**src/rtl/pipelined_adder.sv**
```systemverilog
// pipelined_adder: segmented-carry pipelined add/subtract with valid/ready backpressure
//   clk, rst                     : clock, synchronous active-high reset
//   in_valid/in_ready            : input handshake (in_ready = !out_valid || out_ready)
//   operand_a, operand_b, sub    : operands, sub=1 selects a-b
//   out_valid/out_ready          : output handshake
//   adder_data, carry_out, overflow : result and flags
//   PIPELINED_ADDER_FLAGS_EN     : when defined, drive carry_out/overflow; otherwise tied to 0
module pipelined_adder #(
    parameter int WIDTH  = 32,
    parameter int STAGES = 4
) (
    input  logic             clk,
    input  logic             rst,
    input  logic             in_valid,
    output logic             in_ready,
    input  logic [WIDTH-1:0] operand_a,
    input  logic [WIDTH-1:0] operand_b,
    input  logic             sub,
    output logic             out_valid,
    input  logic             out_ready,
    output logic [WIDTH-1:0] adder_data,
    output logic             carry_out,
    output logic             overflow
);
    localparam int SEG  = WIDTH / STAGES;
    localparam int SEG1 = SEG + 1;
    localparam int L    = STAGES - 1;
    logic             v_q [STAGES];
    logic             v_d [STAGES];
    logic [WIDTH-1:0] a_q [STAGES];
    logic [WIDTH-1:0] a_d [STAGES];
    logic [WIDTH-1:0] b_q [STAGES];
    logic [WIDTH-1:0] b_d [STAGES];
    logic [WIDTH-1:0] s_q [STAGES];
    logic [WIDTH-1:0] s_d [STAGES];
    logic             c_q [STAGES];
    logic             c_d [STAGES];
    logic             ci  [STAGES];
    logic             adv;
    assign adv        = !v_q[L] || out_ready;
    assign in_ready   = adv;
    assign out_valid  = v_q[L];
    assign adder_data = s_q[L];
    // Each stage forwards the operands and partial sum of the previous one and fills in its own segment.
    always_comb begin
        v_d[0] = in_valid;
        a_d[0] = operand_a;
        b_d[0] = sub ? ~operand_b : operand_b;
        s_d[0] = '0;
        ci[0]  = sub;
        for (int k = 1; k < STAGES; k++) begin
            v_d[k] = v_q[k-1];
            a_d[k] = a_q[k-1];
            b_d[k] = b_q[k-1];
            s_d[k] = s_q[k-1];
            ci[k]  = c_q[k-1];
        end
        for (int k = 0; k < STAGES; k++)
            {c_d[k], s_d[k][k*SEG +: SEG]} = {1'b0, a_d[k][k*SEG +: SEG]}
                                           + {1'b0, b_d[k][k*SEG +: SEG]} + SEG1'(ci[k]);
    end
    always_ff @(posedge clk) begin
        if (rst) begin
            for (int k = 0; k < STAGES; k++) begin
                v_q[k] <= 1'b0;
                a_q[k] <= '0;
                b_q[k] <= '0;
                s_q[k] <= '0;
                c_q[k] <= 1'b0;
            end
        end else if (adv) begin
            for (int k = 0; k < STAGES; k++) begin
                v_q[k] <= v_d[k];
                a_q[k] <= a_d[k];
                b_q[k] <= b_d[k];
                s_q[k] <= s_d[k];
                c_q[k] <= c_d[k];
            end
        end
    end
`ifdef PIPELINED_ADDER_FLAGS_EN
    assign carry_out = c_q[L];
    assign overflow  = (a_q[L][WIDTH-1] == b_q[L][WIDTH-1]) && (s_q[L][WIDTH-1] != a_q[L][WIDTH-1]);
`else
    assign carry_out = 1'b0;
    assign overflow  = 1'b0;
`endif
endmodule

```
**config.mk**
```make
export PLATFORM = sky130hd
export DESIGN_NAME = pipelined_adder
export DESIGN_NICKNAME = d
export VERILOG_FILES = /design/src/rtl/pipelined_adder.sv
export SDC_FILE = /design/constraint.sdc
export NUM_CORES = 1
export LEC_CHECK = 0
export CAP_MARGIN = 20
export CORE_UTILIZATION = 56
export DETAILED_ROUTE_END_ITERATION = 8
export GPL_TIMING_DRIVEN = 0
export PLACE_DENSITY = 0.81
export SLEW_MARGIN = 15
export SYNTH_ARGS = -nofsm -noshare
export SYNTH_HDL_FRONTEND = slang
export SYNTH_SLANG_ARGS = --single-unit
```
**constraint.sdc**
```tcl
create_clock -name clk -period 8.6 [get_ports clk]
set_clock_uncertainty 0.1 [all_clocks]
set_input_delay 1.72 -clock clk [delete_from_list [all_inputs] [get_ports clk]]
set_output_delay 1.72 -clock clk [all_outputs]
set_load 0.03 [all_outputs]
```
==> results of run 1 <==
[state kept, by name, indices dropped and copies added, names as in the netlist]
register and cells:
b_q 48, a_q 48, c_q 3, s_q 80, v_q 4
[area by class of cell]
class	count	area share [%]
Clock inverter	14	1.93
Multi-Input combinational cell	370	25.7
Tap cell	184	2.25
Clock buffer	18	4.19
Timing Repair Buffer	104	10.7
Sequential cell	183	53.7
Buffer	26	1.15
Inverter	12	0.440
[synthesized netlist by cell type, drive strengths merged]
cell	count
edfxtp	183
and2	132
nor2	47
xnor2	33
ha	27
clkbuf	15
inv	12
a21oi	11
buf	11
o21ai	11
nand2	9
nor2b	9
xor2	8
fa	7
nand3	6
a211oi	5
nor3	5
nor3b	5
mux2i	4
nand2b	4
o2111ai	4
o21a	4
o31a	4
or3	4
a21o	3
and3	3
o21bai	3
o31ai	3
a2111o	2
nand4b	2
nor4	2
o211ai	2
a2111oi	1
a221oi	1
a31oi	1
and4	1
conb	1
mux2	1
nand4	1
o22ai	1
or2	1
or4	1
[kinds of logic (layout without fill, tap and decap cells)]
| logic type | Yosys count | count (layout) | share of synthesized area [%] |
|---|---|---|---|
| simple gates | 232 | 232 | 15.9 |
| flops | 183 | 183 | 66.4 |
| compound gates | 56 | 56 | 4.88 |
| xor+xnor | 41 | 41 | 4.34 |
| buf+inv | 38 | 174 | 1.97 |
| fa+ha+maj | 34 | 34 | 5.78 |
| mux | 5 | 5 | 0.665 |
| other cells | 1 | 2 | 0.0453 |
[power groups by stage]
stage | combinational [uW] | clock [uW] | sequential (uW)
finish | 238 | 820 | 1070
global route | 261 | 861 | 1080
CTS | 239 | 827 | 1070
detailed placement | 237 | 0 | 1090
global placement | 226 | 0 | 1090
floorplan | 128 | 0 | 1100
[critical path, cell delays in order]
cell	delay, ps
clkdlybuf4s50_1	410
nor2b_2	460
inv_1	80
clkdlybuf4s50_1	600
[path summary, 6_finish.rpt]
path	endpoint	slack [ps]	cells after the start
min	s_q[0][67]	410	1
max reg2reg	c_q[0][2]	6100	6
min reg2reg	s_q[0][67]	410	1
max	in_ready	3510	4
[metal layers]
layer | vias to the layer above | routed length [microns] | track usage (%)
li1 | 2344 | - | -
met1 | 2352 | 6150 | 24.6
met2 | 129 | 7890 | 36.6
met3 | 22 | 563 | 5.58
met4 | 0 | 321 | 8.43
met5 | - | 0 | 0
[stage by stage]
step / power (uW) / hold WS, ps
floorplan: 1230 / 397
global placement: 1320 / 399
detailed placement: 1330 / 402
CTS: 2140 / 417
global route: 2200 / 429
finish: 2130 / 413
[cell usage in the layout, fill, tap and decap left out, drive strengths merged, types with 2 or more instances in the layout]
cell type,synthesis,routed
a2111o,2,2
a211oi,5,5
a21o,3,3
a21oi,11,11
and2,132,132
and3,3,3
buf,11,14
bufinv,0,4
clkbuf,15,33
clkdlybuf4s50,0,101
clkinv,0,5
clkinvlp,0,2
conb,1,2
edfxtp,183,183
fa,7,7
ha,27,27
inv,12,15
mux2i,4,4
nand2,9,9
nand2b,4,4
nand3,6,6
nand4b,2,2
nor2,47,47
nor2b,9,9
nor3,5,5
nor3b,5,5
nor4,2,2
o2111ai,4,4
o211ai,2,2
o21a,4,4
o21ai,11,11
o21bai,3,3
o31a,4,4
o31ai,3,3
or3,4,4
xnor2,33,33
xor2,8,8
==> impl_metrics.json, run 1 <==
{
  "drt_iter0_markers": 365,
  "cts_root_buffer": "clkbuf_16",
  "path_clk_slew_ps": 70,
  "numCtsBuffers": 17,
  "die_w_microns": 124,
  "fin_util_pct": 70.7,
  "postRouteAntennaNets": 0,
  "period_needed_ps": 5090,
  "clock-sinks": 183,
  "max_slew_margin_pct": 53.5,
  "critPathArrivalTime_ps": 3270,
  "start_kind": "input port",
  "dp.cells": 879,
  "setup_violations": 0,
  "viasPerCell": 5.32,
  "cts_max_path_buffers": 2,
  "p_seq_share_pct": 50.3,
  "synth_top_area_share_pct": 66.4,
  "post_cts_buffers": 0,
  "cp-startpoint": "out_ready",
  "die_area_sq_mm": 0.0153,
  "pwr-share-comb_pct": 11.2,
  "worstHoldStart": "s_q[0][35]",
  "track_usage_pct": 21.0,
  "p_leak_uw": 0.00416,
  "p_sw_uw": 471,
  "drive_gt1_share_pct": 6.88,
  "crit-reg2reg-launch": "a_q[0][48]",
  "syn_inst": 590,
  "core_area_sq_mm": 0.0145,
  "overflow": 0,
  "swShare_pct": 22.1,
  "crit_fanout": 8,
  "fin_nets": 817,
  "internal_power_uw": 1660,
  "cp-end-kind": "output port",
  "hold_viol": 0,
  "multi_input_area_sq_mm": 0.00263,
  "regArea_sq_mm": 0.00550,
  "ios": 105,
  "initial_core_util_pct": 57.2,
  "routabilityCongestion": 0.848,
  "rsz0062_at_grt": "no",
  "synthDistinctLibCells": 47,
  "port_buffers": 101,
  "final_area_sq_mm": 0.0102,
  "cts_tree": "yes",
  "tightest_slew_ps": 698,
  "antenna_cells": 0,
  "wire_per_inst_microns": 16.4,
  "ys_seq_area_share_pct": 66.4,
  "grt_max_degree": 64,
  "cts_hold_buffers": 0,
  "worstSetupPathType": "in2out",
  "antenna_found_initial": 0,
  "num_rows": 44,
  "syn_area_sq_mm": 0.00828,
  "max_freq_mhz": 196,
  "clock_latency_ps": 430,
  "post-route-drc-count": 0,
  "worst_slack_ps": 3510,
  "placed_area_sq_mm": 0.00961,
  "avgSynthCellArea_sq_um": 14.0,
  "h-tree-depth": 4,
  "yosys_register_bits": 183,
  "drv_slew": 0,
  "synthTopCellsByArea": "edfxtp_1, and2_1, ha_1",
  "num_vias": 4847,
  "yosys.area.top_type": "edfxtp_1",
  "required_ps": 6780,
  "setup_tns_ps": 0,
  "grt_pass1_wl_microns": 23100,
  "dpl.hpwl_microns": 10300,
  "post-route-period-util_pct": 59.2,
  "drv_cap": 0,
  "power.density_mw_per_mm2": 208,
  "power_frac_clock_pct": 38.5,
  "n_fill_cell": 929,
  "post_cts_resized": 0,
  "outcome": "finished clean",
  "ir_drop_mv": 0.143,
  "ys_warn_count": 0,
  "dp_slack_ps": 3520,
  "grt_pass1_vias": 4703,
  "syn2layout_area_growth_pct": 23.7,
  "final_cells": 911,
  "firstDrtPassIters": 4,
  "wirelength_microns": 14900,
  "fp.dieH_microns": 124,
  "hp-class": "reg2reg"
}
Note: power is estimated with default switching activity, not from simulation.
==> run 2: changes to the inputs <==
Clock period 8.6 ns to 4.95 ns, I/O delays scaled along.
==> impl_metrics.json, run 2 (synthesized netlist as in run 1, its figures left out) <==
{
  "internal_power_uw": 2810,
  "firstDrtPassIters": 4,
  "ios": 105,
  "hold_viol": 0,
  "max_freq_mhz": 279,
  "drv_slew": 0,
  "pwr-share-comb_pct": 11.5,
  "overflow": 0,
  "clock-sinks": 183,
  "die_w_microns": 124,
  "post-route-period-util_pct": 72.4,
  "largest_register_ffs": 80,
  "grt_max_degree": 67,
  "port_buffers": 101,
  "fp.dieH_microns": 124,
  "top_regs": "s_q: 80 flops, a_q: 48 flops, b_q: 48 flops",
  "antenna_cells": 0,
  "post-route-drc-count": 0,
  "numCtsBuffers": 17,
  "power_uw": 3590,
  "drive_gt1_share_pct": 6.09,
  "initial_core_util_pct": 57.2,
  "post_cts_buffers": 0,
  "cpMostUsedCell": "clkdlybuf4s50_1",
  "setup_violations": 0,
  "track_usage_pct": 20.9,
  "cts_hold_buffers": 0,
  "syn2layout_area_growth_pct": 22.6,
  "drt_iter0_markers": 385,
  "wirelength_microns": 14800,
  "path_depth": 4,
  "regArea_sq_mm": 0.00550,
  "num_rows": 44,
  "grt_pass1_vias": 4723,
  "cp_slowest_stage_delay_ps": 600,
  "whs_ps": 416,
  "core_area_sq_mm": 0.0145,
  "cp-startpoint": "out_ready",
  "outcome": "finished clean",
  "antenna_found_initial": 0,
  "viasPerCell": 5.32,
  "power.density_mw_per_mm2": 354,
  "power_frac_clock_pct": 36.7,
  "final_cells": 907,
  "critPathCapture": "in_ready",
  "path_clk_slew_ps": 60,
  "cp_cell_sequence": "clkdlybuf4s50_1, nor2b_2, inv_1, clkdlybuf4s50_1",
  "cp-end-kind": "output port",
  "num_vias": 4827,
  "r2r_end": "c_q[0][2]",
  "die_area_sq_mm": 0.0153,
  "multi_input_area_sq_mm": 0.00263,
  "cts_root_buffer": "clkbuf_16",
  "cts_max_path_buffers": 2,
  "dpl.hpwl_microns": 10200,
  "p_leak_uw": 0.00412,
  "period_needed_ps": 3580,
  "critPathArrivalTime_ps": 2490,
  "worstRegToRegCells": 6,
  "postRouteAntennaNets": 0,
  "slowest_stage": "clkdlybuf4s50_1",
  "cts_tree": "yes",
  "crit-reg2reg-launch": "a_q[0][48]",
  "tightest_slew_ps": 772,
  "grt_pass1_wl_microns": 23000,
  "critical_path.top_delay_family": "buffers and inverters",
  "n_fill_cell": 1008,
  "rsz0062_at_grt": "no",
  "dp.cells": 878,
  "post_cts_resized": 0,
  "clock_latency_ps": 420,
  "crit_fanout": 8,
  "worstSetupPathType": "in2out",
  "final_cell_mix": "edfxtp_1, and2_1, clkdlybuf4s50_1, nor2_1, xnor2_1",
  "p_sw_uw": 778,
  "r2r_slack_ps": 2350,
  "setup_tns_ps": 0,
  "swShare_pct": 21.7,
  "wire_per_inst_microns": 16.3,
  "ir_drop_mv": 0.255,
  "hp-class": "reg2reg",
  "required_ps": 3860,
  "h-tree-depth": 4,
  "start_kind": "input port",
  "regMostFlops": "s_q",
  "routabilityCongestion": 0.852,
  "fin_nets": 816,
  "path_buf_inv": 3,
  "drv_cap": 0,
  "max_slew_margin_pct": 48.5,
  "fin_util_pct": 70.1,
  "p_seq_share_pct": 51.8,
  "mostFrequentLayoutCell": "edfxtp_1"
}
==> run 2: layout make-up <==
| cell class | instances | area share [%] |
|---|---|---|
| inverter | 12 | 0.444 |
| timing repair buffer | 103 | 10.5 |
| tap | 184 | 2.27 |
| multi-input combinational | 370 | 25.9 |
| clock inverter | 10 | 1.29 |
| buffer | 26 | 1.16 |
| sequential | 183 | 54.2 |
| clock buffer | 19 | 4.27 |
==> run 2: how the worst min path moves through the flow <==
stage,from,cells after the start,end
detailed placement,s_q[0][72],1,s_q[0][104]
finish,s_q[0][45],1,s_q[0][77]
global route,s_q[0][44],1,s_q[0][76]
floorplan,a_q[0][16],1,a_q[0][48]
CTS,b_q[0][57],1,b_q[0][89]
global placement,b_q[0][29],1,b_q[0][61]
==> run 2: routing by layer <==
metal | global-route usage, % | share of wire [%] | vias up
met3 | 5.21 | 4.8 | 29
met4 | 8.36 | 2.3 | 0
li1 | - | - | 2333
met1 | 24.1 | 40 | 2319
met2 | 37.1 | 53 | 146
met5 | 0 | 0 | -
==> run 2: through the flow <==
| step | setup slack, ps | instance area (sq um) |
|---|---|---|
| after floorplan | 1040 | 8280 |
| after global placement | -436 | 9520 |
| after detailed placement | 1350 | 9580 |
| after CTS | 1350 | 10100 |
| after global routing | 1250 | 10100 |
| final | 1370 | 10100 |
==> run 2: worst register-to-register path: stages (launching register included) <==
cell and delay (ps):
edfxtp_1 400, fa_1 480, fa_1 430, a21oi_1 200, o21ai_0 190, o31a_1 310
o31a_1 250
==> run 2: power by group through the flow <==
| stage | registers [uW] | logic, uW | clock network, uW |
|---|---|---|---|
| after floorplan | 1920 | 223 | 0 |
| after global placement | 1890 | 392 | 0 |
| after detailed placement | 1890 | 411 | 0 |
| after CTS | 1860 | 414 | 1330 |
| after global routing | 1870 | 452 | 1400 |
| final | 1860 | 413 | 1320 |
==> run 3: changes to the inputs <==
Settings changed: CORE_UTILIZATION 56 to 50, PLACE_DENSITY 0.81 to 0.76.
Clock period 4.95 ns to 3.1 ns, I/O delays scaled along.
==> impl_metrics.json, run 3 (synthesized netlist as in run 1, its figures left out) <==
{
  "whs_ps": 415,
  "crit_fanout": 8,
  "mostFrequentLayoutCell": "edfxtp_1",
  "drv_cap": 0,
  "drv_slew": 0,
  "r2r_slack_ps": 510,
  "crit-reg2reg-launch": "a_q[0][48]",
  "multi_input_area_sq_mm": 0.00263,
  "path_clk_slew_ps": 70,
  "clock-sinks": 183,
  "antenna_found_initial": 0,
  "viasPerCell": 5.10,
  "die_area_sq_mm": 0.0171,
  "whs_endpoint": "s_q[0][37]",
  "grt_max_degree": 61,
  "hold_viol": 0,
  "syn2layout_area_growth_pct": 23.9,
  "final_cells": 943,
  "overflow": 0,
  "worstRegToRegCells": 6,
  "max_slew_margin_pct": 53.8,
  "wirelength_microns": 14600,
  "regArea_sq_mm": 0.00550,
  "r2r_end": "c_q[0][2]",
  "outcome": "finished clean",
  "routabilityCongestion": 0.858,
  "post_cts_resized": 0,
  "antenna_cells": 0,
  "required_ps": 2380,
  "p_leak_uw": 0.00415,
  "die_w_microns": 131,
  "top_regs": "s_q: 80 flops, a_q: 48 flops, b_q: 48 flops",
  "dp.cells": 911,
  "num_vias": 4812,
  "num_rows": 46,
  "regMostFlops": "s_q",
  "ir_drop_mv": 0.422,
  "holdPathStages": 1,
  "post-route-drc-count": 0,
  "drive_gt1_share_pct": 6.88,
  "post_cts_buffers": 0,
  "cts_tree": "yes",
  "final_cell_mix": "edfxtp_1, and2_1, clkdlybuf4s50_1, nor2_1, xnor2_1",
  "power.density_mw_per_mm2": 568,
  "cts_max_path_buffers": 2,
  "h-tree-depth": 4,
  "wire_per_inst_microns": 15.5,
  "clock_latency_ps": 430,
  "initial_core_util_pct": 51.7,
  "worstSetupPathType": "in2out",
  "post-route-period-util_pct": 93.4,
  "postRouteAntennaNets": 0,
  "fp.dieH_microns": 131,
  "critPathArrivalTime_ps": 2170,
  "dpl.hpwl_microns": 10300,
  "port_buffers": 101,
  "rsz0062_at_grt": "no",
  "cts_hold_buffers": 0,
  "drt_iter0_markers": 299,
  "tightest_slew_ps": 676,
  "firstDrtPassIters": 4,
  "track_usage_pct": 18.6,
  "fin_util_pct": 64.1,
  "worstHoldStart": "s_q[0][5]",
  "largest_register_ffs": 80,
  "cp-end-kind": "output port",
  "grt_pass1_vias": 4728,
  "cts_root_buffer": "clkbuf_16",
  "n_fill_cell": 1203,
  "grt_pass1_wl_microns": 23200,
  "hp-class": "reg2reg",
  "period_needed_ps": 2890,
  "core_area_sq_mm": 0.0160,
  "power_uw": 5820,
  "max_freq_mhz": 345,
  "ios": 105,
  "numCtsBuffers": 17,
  "fin_nets": 817,
  "setup_violations": 0,
  "start_kind": "input port"
}
## run 3: cell count changes in the layout (fill, tap and decap cells not counted), sizes merged
cell,change
inv,+4
buf,+1
clkinv,+1
clkbuf,-2
## run 3: layout make-up
class	instances	area share, %
clock buffer	17	4.15
multi-input combinational	370	25.6
inverter	12	0.439
sequential	183	53.6
timing repair buffer	104	10.7
clock inverter	15	1.70
buffer	26	1.15
tap	216	2.64
## run 3: how the worst max path moves through the flow
stage | from | end | cells past startpoint
after floorplan | sub | c_q[0][0] | 8
after global placement | out_ready | b_q[0][21] | 3
after detailed placement | operand_b[0] | c_q[0][0] | 7
after CTS | out_ready | in_ready | 4
after global routing | out_ready | in_ready | 4
final | out_ready | in_ready | 4
## run 3: critical path, cell delays in order
cell and delay, ps:
clkdlybuf4s50_1 410, nor2b_2 460, inv_1 80, clkdlybuf4s50_1 600
## run 3: layer usage
layer	wire (microns)	global-route usage (%)	vias to the layer above
met4	412	8.32	0
met1	5980	21.7	2285
met3	616	4.72	38
li1	-	-	2353
met2	7610	32.6	136
met5	0	0	-
## run 3: per-stage QoR
step                setup WS (ps)  TNS, ps  cell area (sq um)
floorplan                     430        0               8290
global route                 75.0        0              10200
finish                        205        0              10200
CTS                           183        0              10200
detailed placement          -39.0    -39.0               9650
global placement             -557   -99760               9570
## run 3: where the power goes
group          switching (uW)  leakage [uW]  internal, uW  total, uW
combinational             339       0.00169           320        659
sequential               49.4       0.00217          2920       2970
clock                     916      0.000293          1270       2190
total                    1300       0.00415          4510       5820
